$ cat config.mk
export PLATFORM = sky130hd
export DESIGN_NAME = conversor_bin_bcd
export DESIGN_NICKNAME = d
export VERILOG_FILES = /design/src/rtl/div_pkg.sv /design/src/rtl/bcd_ajuste.sv /design/src/rtl/conversor_bin_bcd.sv
export SDC_FILE = /design/constraint.sdc
export NUM_CORES = 1
export LEC_CHECK = 0
export CAP_MARGIN = 20
export CORE_MARGIN = 2
export CORE_UTILIZATION = 50
export CTS_BUF_LIST = sky130_fd_sc_hd__clkbuf_8
export CTS_CLUSTER_DIAMETER = 50
export DETAILED_ROUTE_END_ITERATION = 12
export GPL_TIMING_DRIVEN = 0
export PLACE_DENSITY = 0.87
export SYNTH_ARGS = -nofsm -noshare
export SYNTH_HDL_FRONTEND = slang
export SYNTH_SLANG_ARGS = --single-unit
export TNS_END_PERCENT = 10
$ cat constraint.sdc
create_clock -name CLK -period 5.1 [get_ports CLK]
set_clock_uncertainty 0.2 [all_clocks]
set_input_delay 1.02 -clock CLK [delete_from_list [all_inputs] [get_ports CLK]]
set_output_delay 1.02 -clock CLK [all_outputs]
set_load 0.02 [all_outputs]
$ cat src/rtl/div_pkg.sv
`default_nettype none
// ============================================================================
// Module      : div_pkg
// Description : Shared types and constants for the divider / BCD output path.
// Revision    : 1.0 - initial release
// ============================================================================
package div_pkg;

    localparam int TAMANYO_DEF = 32;

    typedef enum logic [1:0] {
        IDLE   = 2'd0,
        CONV_Q = 2'd1,
        CONV_R = 2'd2,
        FIN    = 2'd3
    } estado_bcd_t;

    // Minimum decimal digits for a bits-wide unsigned value: ceil(bits*log10(2)).
    function automatic int digitos_bcd(input int bits);
        return (bits * 30103 + 99999) / 100000;
    endfunction

endpackage
`default_nettype wire

$ cat src/rtl/bcd_ajuste.sv
`default_nettype none
// ============================================================================
// Module      : bcd_ajuste
// Description : Add-3 correction of every packed BCD digit that is >= 5.
// Revision    : 1.0 - initial release
// ============================================================================
module bcd_ajuste #(
    parameter int DIGITOS = 10
) (
    input  logic [4*DIGITOS-1:0] i_bcd,
    output logic [4*DIGITOS-1:0] o_bcd
);

    // Digits are corrected independently; no carry crosses a digit boundary.
    for (genvar g = 0; g < DIGITOS; g++) begin : g_digito
        assign o_bcd[4*g +: 4] = (i_bcd[4*g +: 4] >= 4'd5) ? (i_bcd[4*g +: 4] + 4'd3)
                                                            : i_bcd[4*g +: 4];
    end

endmodule
`default_nettype wire

$ cat src/rtl/conversor_bin_bcd.sv
`default_nettype none
// ============================================================================
// Module      : conversor_bin_bcd
// Description : Sequential double-dabble conversion of quotient then remainder.
// Revision    : 1.0 - initial release
// ============================================================================
module conversor_bin_bcd
    import div_pkg::*;
#(
    parameter int tamanyo = TAMANYO_DEF,
    parameter int DIGITOS = digitos_bcd(tamanyo)
) (
    input  logic                 CLK,
    input  logic                 RSTa,
    input  logic                 Start,
    input  logic [tamanyo-1:0]   Coc,
    input  logic [tamanyo-1:0]   Res,
    output logic [4*DIGITOS-1:0] BCD_Coc,
    output logic [4*DIGITOS-1:0] BCD_Res,
    output logic                 Busy,
    output logic                 Done
);

    localparam int               CW       = $clog2(tamanyo + 1);
    localparam logic [CW-1:0]    C_ULTIMO = CW'(tamanyo - 1);
    localparam logic [CW-1:0]    C_UNO    = CW'(1);

    estado_bcd_t            estado_q, estado_d;
    logic [tamanyo-1:0]     bin_q, bin_d;
    logic [tamanyo-1:0]     res_q, res_d;
    logic [4*DIGITOS-1:0]   acc_q, acc_d;
    logic [CW-1:0]          cnt_q, cnt_d;
    logic [4*DIGITOS-1:0]   bcd_coc_q, bcd_coc_d;
    logic [4*DIGITOS-1:0]   bcd_res_q, bcd_res_d;
    logic                   busy_q, busy_d;
    logic                   done_q, done_d;

    logic [4*DIGITOS-1:0]   w_ajustado;
    logic [4*DIGITOS-1:0]   w_desplazado;

    bcd_ajuste #(
        .DIGITOS (DIGITOS)
    ) u_ajuste (
        .i_bcd (acc_q),
        .o_bcd (w_ajustado)
    );

    // One double-dabble step: corrected accumulator takes the binary MSB.
    assign w_desplazado = {w_ajustado[4*DIGITOS-2:0], bin_q[tamanyo-1]};

    always_comb begin
        estado_d  = estado_q;
        bin_d     = bin_q;
        res_d     = res_q;
        acc_d     = acc_q;
        cnt_d     = cnt_q;
        bcd_coc_d = bcd_coc_q;
        bcd_res_d = bcd_res_q;
        busy_d    = busy_q;
        done_d    = 1'b0;

        case (estado_q)
            IDLE: begin
                if (Start) begin
                    bin_d    = Coc;
                    res_d    = Res;
                    acc_d    = '0;
                    cnt_d    = '0;
                    busy_d   = 1'b1;
                    estado_d = CONV_Q;
                end
            end
            CONV_Q: begin
                acc_d = w_desplazado;
                bin_d = {bin_q[tamanyo-2:0], 1'b0};
                cnt_d = cnt_q + C_UNO;
                if (cnt_q == C_ULTIMO) begin
                    bcd_coc_d = w_desplazado;
                    acc_d     = '0;
                    bin_d     = res_q;
                    cnt_d     = '0;
                    estado_d  = CONV_R;
                end
            end
            CONV_R: begin
                acc_d = w_desplazado;
                bin_d = {bin_q[tamanyo-2:0], 1'b0};
                cnt_d = cnt_q + C_UNO;
                if (cnt_q == C_ULTIMO) begin
                    bcd_res_d = w_desplazado;
                    cnt_d     = '0;
                    busy_d    = 1'b0;
                    done_d    = 1'b1;
                    estado_d  = FIN;
                end
            end
            FIN: begin
                estado_d = IDLE;
            end
            default: begin
                estado_d = IDLE;
            end
        endcase
    end

    always_ff @(posedge CLK) begin
        if (RSTa) begin
            estado_q  <= IDLE;
            bin_q     <= '0;
            res_q     <= '0;
            acc_q     <= '0;
            cnt_q     <= '0;
            bcd_coc_q <= '0;
            bcd_res_q <= '0;
            busy_q    <= 1'b0;
            done_q    <= 1'b0;
        end else begin
            estado_q  <= estado_d;
            bin_q     <= bin_d;
            res_q     <= res_d;
            acc_q     <= acc_d;
            cnt_q     <= cnt_d;
            bcd_coc_q <= bcd_coc_d;
            bcd_res_q <= bcd_res_d;
            busy_q    <= busy_d;
            done_q    <= done_d;
        end
    end

    assign BCD_Coc = bcd_coc_q;
    assign BCD_Res = bcd_res_q;
    assign Busy    = busy_q;
    assign Done    = done_q;

endmodule
`default_nettype wire

==> results.toml, run 1 <==
[cells_and_area]
final_core_util_pct = 63.7
fill_cells = 1451
diodes = 0
drive_above_1_share_pct = 8.39
area_growth_syn_to_layout_pct = 24.5
fin_nets = 1319

[sta]
rsz0062_at_grt = "no"
setup_viol = 0
hold_violations = 0
period_share_pct = 61.6
tightestPinTransition_ns = 0.819
fmax_mhz = 318
slew_viol_final = 0
setup_tns_ns = 0
slew_headroom_pct = 44.9
period_needed_ns = 3.14
hold_ws_ns = 0.256

[synth]
netlist_instances = 1061
syn_area_per_cell_um2 = 8.34
ys_seq_area_share_pct = 43.9
synth.cell_area_um2 = 8850
ys_ff_latch = 194
synth_fp_nets = 1153
synth_cell_types = 36
yosysWarnings = 0

[power]
p_leak_nw = 4.05
power_density_nw_per_um2 = 400
irDropWorstVdd_uv = 288
total_power_mw = 4.41

[floorplanning]
die_y_um = 137
core_area_um2 = 17300
initial_core_util_pct = 51.2
die_w_um = 137
num_io_pins = 149
num_rows = 48
dieArea_um2 = 18800

[outcome]
status = "completed"

[clock_tree]
cts_sinks = 194
clk_pin_slew_ns = 0.10
post_cts_resized = 0
cts_tree = "built"
root_buffer = "clkbuf_8"
post-cts-setup-buffers = 0
clock_latency_ns = 0.48
clock_path_buffers = 2
cts_hold_buffers = 0
tritoncts.num_buffers = 17
htree_levels = 4

[worst_setup_path]
crit_path_max_fanout = 10
critPathTopFamily = "buffers and inverters"
critPathCaptureType = "flip-flop"
crit_arrival_ns = 3.33
path_cells = "clkdlybuf4s50_1, nand2b_1, nand3b_1, a21oi_1, clkbuf_1, nand3_1, a31oi_1"
r2r_start = "estado_q[0]"
path_buf_inv = 2
startpoint_type = "primary input"
max_stage_delay_ns = 0.53
ff2ff_setup_slack_ns = 2.31
path_class = "in -> reg"
ff2ff_path_depth = 8
r2r-end = "acc_q[19]"
critical_path_required_ns = 5.29
slowest_stage = "clkdlybuf4s50_1"

[hold_path]
hp-class = "reg -> reg"
min_delay_worst_endpoint = "BCD_Coc[1]"
min_path_cells = 2
hold_start = "BCD_Coc[1]"

[place]
portBuffers = 147
gp_congestion = 0.877
hpwl_um = 17600

[drt]
drt_wl_total_um = 24200
firstDrtPassIters = 5
vias_per_cell = 5.67
drt_iter0_drc = 802
drc = 0
vias = 8303
drtAntennaViolNets = 0
routedWlPerCell_um = 16.5

[grt]
antenna_found_initial = 0
grt_max_degree = 18
grt_pass1_wl_um = 39100
grt_overflow = 0
track_usage_pct = 26.3
grt_pass1_vias = 7977

[job]
cap_violations = 0
==> metrics by stage <==
stage | instance area, um^2 | worst slack (ns) | cells
after floorplan | 8850 | 2.75 | 1061
after global placement | 10600 | 1.72 | 1433
after detailed placement | 10600 | 1.57 | 1433
after CTS | 11000 | 2.04 | 1465
after global routing | 11000 | 1.90 | 1465
final | 11000 | 1.96 | 1465
==> power breakdown <==
part	switching (mW)	internal, mW
registers	0.168	1.71
clock network	0.571	0.489
logic	0.894	0.573
total	1.63	2.77
==> metal layers <==
metal	global-route usage (%)	routed length, um	part of all wire [%]
met5	0	0	0
met4	9.79	618	2.5
met3	6.81	2010	8.3
met2	42.7	11300	47
met1	33.6	10300	42
==> worst min-delay path, delay by kind of cell (launching register included) <==
family	cells	cell delay (ns)
AOI/OAI and AO/OA	1	0.05
DFF	1	0.32
and+or+nand+nor	1	0.05
==> worst max-delay path by stage <==
stage,from,to,slack (ns),cells past startpoint
floorplan,Start,acc_q[39],2.75,6
global placement,Start,acc_q[23],1.72,7
detailed placement,Start,acc_q[19],1.57,7
CTS,Start,acc_q[19],2.04,7
global route,Start,acc_q[19],1.90,7
finish,Start,acc_q[19],1.96,7
==> cell usage after synthesis <==
cell,n,share of area (%)
a221oi_2,26,4.4
nor4_1,32,2.3
buf_2,6,0.34
a31oi_1,11,0.78
a211oi_1,21,1.8
nand4_1,1,0.071
ha_1,25,3.5
a21oi_1,102,5.8
mux2_2,5,0.64
xnor2_1,10,0.99
o21ai_0,24,1.4
and2_1,10,0.71
nor3_1,53,3.0
a221oi_1,5,0.49
a22oi_1,31,2.6
or2_2,2,0.14
mux2i_1,12,1.4
buf_1,6,0.25
nor3b_1,3,0.25
nand2_1,184,7.8
clkbuf_1,65,2.8
or2_1,1,0.071
nor2_1,136,5.8
inv_1,24,1.0
nand2b_1,21,1.5
nand3b_2,1,0.13
nand3_1,12,0.68
mux2_4,26,4.4
dfxtp_1,194,44
nor2b_1,2,0.14
nand3b_1,1,0.085
a21o_1,2,0.17
buf_4,1,0.085
a2bb2oi_1,1,0.099
buf_6,4,0.51
nor2_4,1,0.13
==> cell families after synthesis <==
kind of cell	Yosys count	share of synthesized area, %
mux	43	6.41
buf+inv	106	4.96
simple gates	460	22.7
xor+xnor	10	0.990
flops	194	43.9
fa+ha+maj	25	3.54
compound gates	223	17.5
==> cells in the final DEF, fill, tap and decap left out, types with 11 or more instances in the layout <==
cell type / instances
nand2b_1: 21
nand3_1: 12
a221oi_2: 26
clkdlybuf4s50_1: 147
dfxtp_1: 194
mux2_4: 26
clkbuf_1: 65
ha_1: 25
inv_1: 24
nor4_1: 32
mux2i_1: 12
a21oi_1: 102
a22oi_1: 31
nor2_1: 136
a31oi_1: 11
nand2_1: 184
clkbuf_8: 17
nor3_1: 53
a211oi_1: 21
o21ai_0: 24
==> registers in the layout (all words and copies together) (netlist names) <==
| register | count |
|---|---|
| Done | 1 |
| estado_q | 2 |
| BCD_Res | 40 |
| res_q | 32 |
| Busy | 1 |
| cnt_q | 6 |
| acc_q | 40 |
| BCD_Coc | 40 |
| bin_q | 32 |
==> cell type report <==
class                           instances  area, um^2  area share (%)
Multi-Input combinational cell        761        4530            41.1
Sequential cell                       194        3880            35.2
Timing Repair Buffer                  147        1470            13.4
Buffer                                 82         349            3.17
Tap cell                              225         282            2.56
Clock buffer                           17         234            2.12
Clock inverter                         15         183            1.66
Inverter                               24        90.1           0.818
(Power assumes the default switching activity.)
==> run 2: changes to the inputs <==
Settings changed: PLACE_DENSITY 0.87 to 0.9.
Clock period 5.1 ns to 2.8 ns, I/O delays scaled along.
==> run 2 against run 1 <==
Register-to-register slack got worse by 2.2 ns. Worst setup slack got worse by 1.8 ns. Hold slack improved by 0.0036 ns. Die area unchanged. Combinational power increased by 81%. Via count decreased by 0.86%. Final area about the same. Wire length decreased by 1.2%. Clock-buffer cell count increased by 1. Flip-flop and latch count unchanged. First-iteration DRC count decreased by 16%. Critical path depth increased by 1.
==> results.toml, run 2 (same netlist as run 1, synthesis figures left out) <==
[drt]
drc = 0
drt_iter0_drc = 675
vias_per_cell = 5.62
drtAntennaViolNets = 0
drt_wl_total_um = 24000
vias = 8232
firstDrtPassIters = 5
routedWlPerCell_um = 16.4

[grt]
antenna_found_initial = 0
grt_max_degree = 17
track_usage_pct = 25.7
grt_overflow = 0
grt_most_used_layer = "met2"
use_met2_pct = 40.0
use_met1_pct = 32.8
grt_pass1_vias = 7769
use_met3_pct = 8.11
grt_pass1_wl_um = 37900

[floorplanning]
dieArea_um2 = 18800
core_area_um2 = 17300
die_w_um = 137
num_rows = 48
die_y_um = 137
initial_core_util_pct = 51.2
num_io_pins = 149

[power]
pwr-share-seq_pct = 42.9
p_leak_nw = 4.07
power_density_nw_per_um2 = 724
clkPwrFrac_pct = 23.8
p_sw_share_pct = 36.5
switchingPower_mw = 2.91
irDropWorstVdd_uv = 516
internal_power_mw = 5.07
combPwrFrac_pct = 33.3

[worst_setup_path]
path_cells = "inv_1, ha_1, nand2b_1, nand3b_1, a21oi_1, clkbuf_1, nand2_1, a31oi_1"
startpoint_type = "flip-flop"
max_stage_delay_ns = 0.49
path_class = "reg -> reg"
crit_arrival_ns = 2.87
critical_path_required_ns = 3.01
critPathCaptureType = "flip-flop"
slowest_stage = "clkbuf_1"
crit_path_max_fanout = 10

[sta]
tightestPinTransition_ns = 0.810
period_share_pct = 95.0
setup_ws_ns = 0.140
hold_violations = 0
slew_viol_final = 0
rsz0062_at_grt = "no"
fmax_mhz = 376
setup_viol = 0
slew_headroom_pct = 46.0
period_needed_ns = 2.66

[cells_and_area]
instances_no_fill = 1465
final_cell_mix = "dfxtp_1, nand2_1, clkdlybuf4s50_1"
layout_commonest_cell = "dfxtp_1"
fill_cells = 1388
final_area_um2 = 11000
fin_nets = 1319
drive_above_1_share_pct = 8.39
diodes = 0
area_growth_syn_to_layout_pct = 24.5

[clock_tree]
post-cts-setup-buffers = 0
cts_sinks = 194
htree_levels = 4
root_buffer = "clkbuf_8"
cts_tree = "built"
tritoncts.num_buffers = 17
clock_path_buffers = 2
clock_latency_ns = 0.49
clk_pin_slew_ns = 0.09
post_cts_resized = 0
cts_hold_buffers = 0

[place]
portBuffers = 147
pre_cts_ws_ns = -0.246
gp_congestion = 0.900
hpwl_um = 17600
dp.cells = 1433
place_area_um2 = 10600

[job]
cap_violations = 0

[hold_path]
hp-class = "reg -> reg"

[outcome]
status = "completed"
run 2: changes by cell type in the layout (fill, tap and decap cells not counted), sizes merged:
cell / change
clkbuf: +1
clkinv: +1
clkinvlp: -2
run 2: worst max-delay path: cells and delay by family (launching register included):
| kind | cells | cell delay [ns] |
|---|---|---|
| compound gates | 2 | 0.59 |
| buf+inv | 2 | 0.58 |
| flops | 1 | 0.41 |
| simple gates | 3 | 0.52 |
| fa+ha+maj | 1 | 0.27 |
run 2: area by class of cell:
class,instances,area [um^2],area share [%]
clock inverters,14,165,1.50
plain buffers,82,352,3.19
inverters,24,90.1,0.818
flip-flops and latches,194,3880,35.3
repair buffers,147,1470,13.4
well taps,225,282,2.56
clock buffers,18,248,2.25
multi-input cells,761,4530,41.1
run 2: layer usage:
| layer | vias to the layer above | part of all wire, % |
|---|---|---|
| li1 | 4006 | - |
| met1 | 3838 | 43 |
| met2 | 323 | 46 |
| met3 | 65 | 8.5 |
| met4 | 0 | 3.2 |
| met5 | - | 0 |
run 2: power by group through the flow:
stage	Clock (mW)	Sequential, mW	Combinational [mW]
finish	1.90	3.42	2.66
global route	2.02	3.46	2.91
CTS	1.91	3.41	2.62
detailed placement	0	3.47	2.60
global placement	0	3.45	2.51
floorplan	0	3.40	1.98
run 2: path summary, 6_finish.rpt:
path / start / endpoint / slack (ns) / depth (start not counted)
worst max-delay path: estado_q[0] / acc_q[23] / 0.14 / 8
worst min-delay path: res_q[15] / res_q[15] / 0.26 / 2
worst max register to register: estado_q[0] / acc_q[23] / 0.14 / 8
worst min register to register: res_q[15] / res_q[15] / 0.26 / 2
run 2: stage by stage:
stage	TNS, ns	hold slack (ns)	power [mW]	utilization, %
finish	0	0.260	7.98	63.7
global route	0	0.280	8.39	63.7
CTS	0	0.260	7.95	63.7
detailed placement	-3.84	0.247	6.07	61.3
global placement	-1.11	0.240	5.96	61.3
floorplan	0	0.233	5.38	-
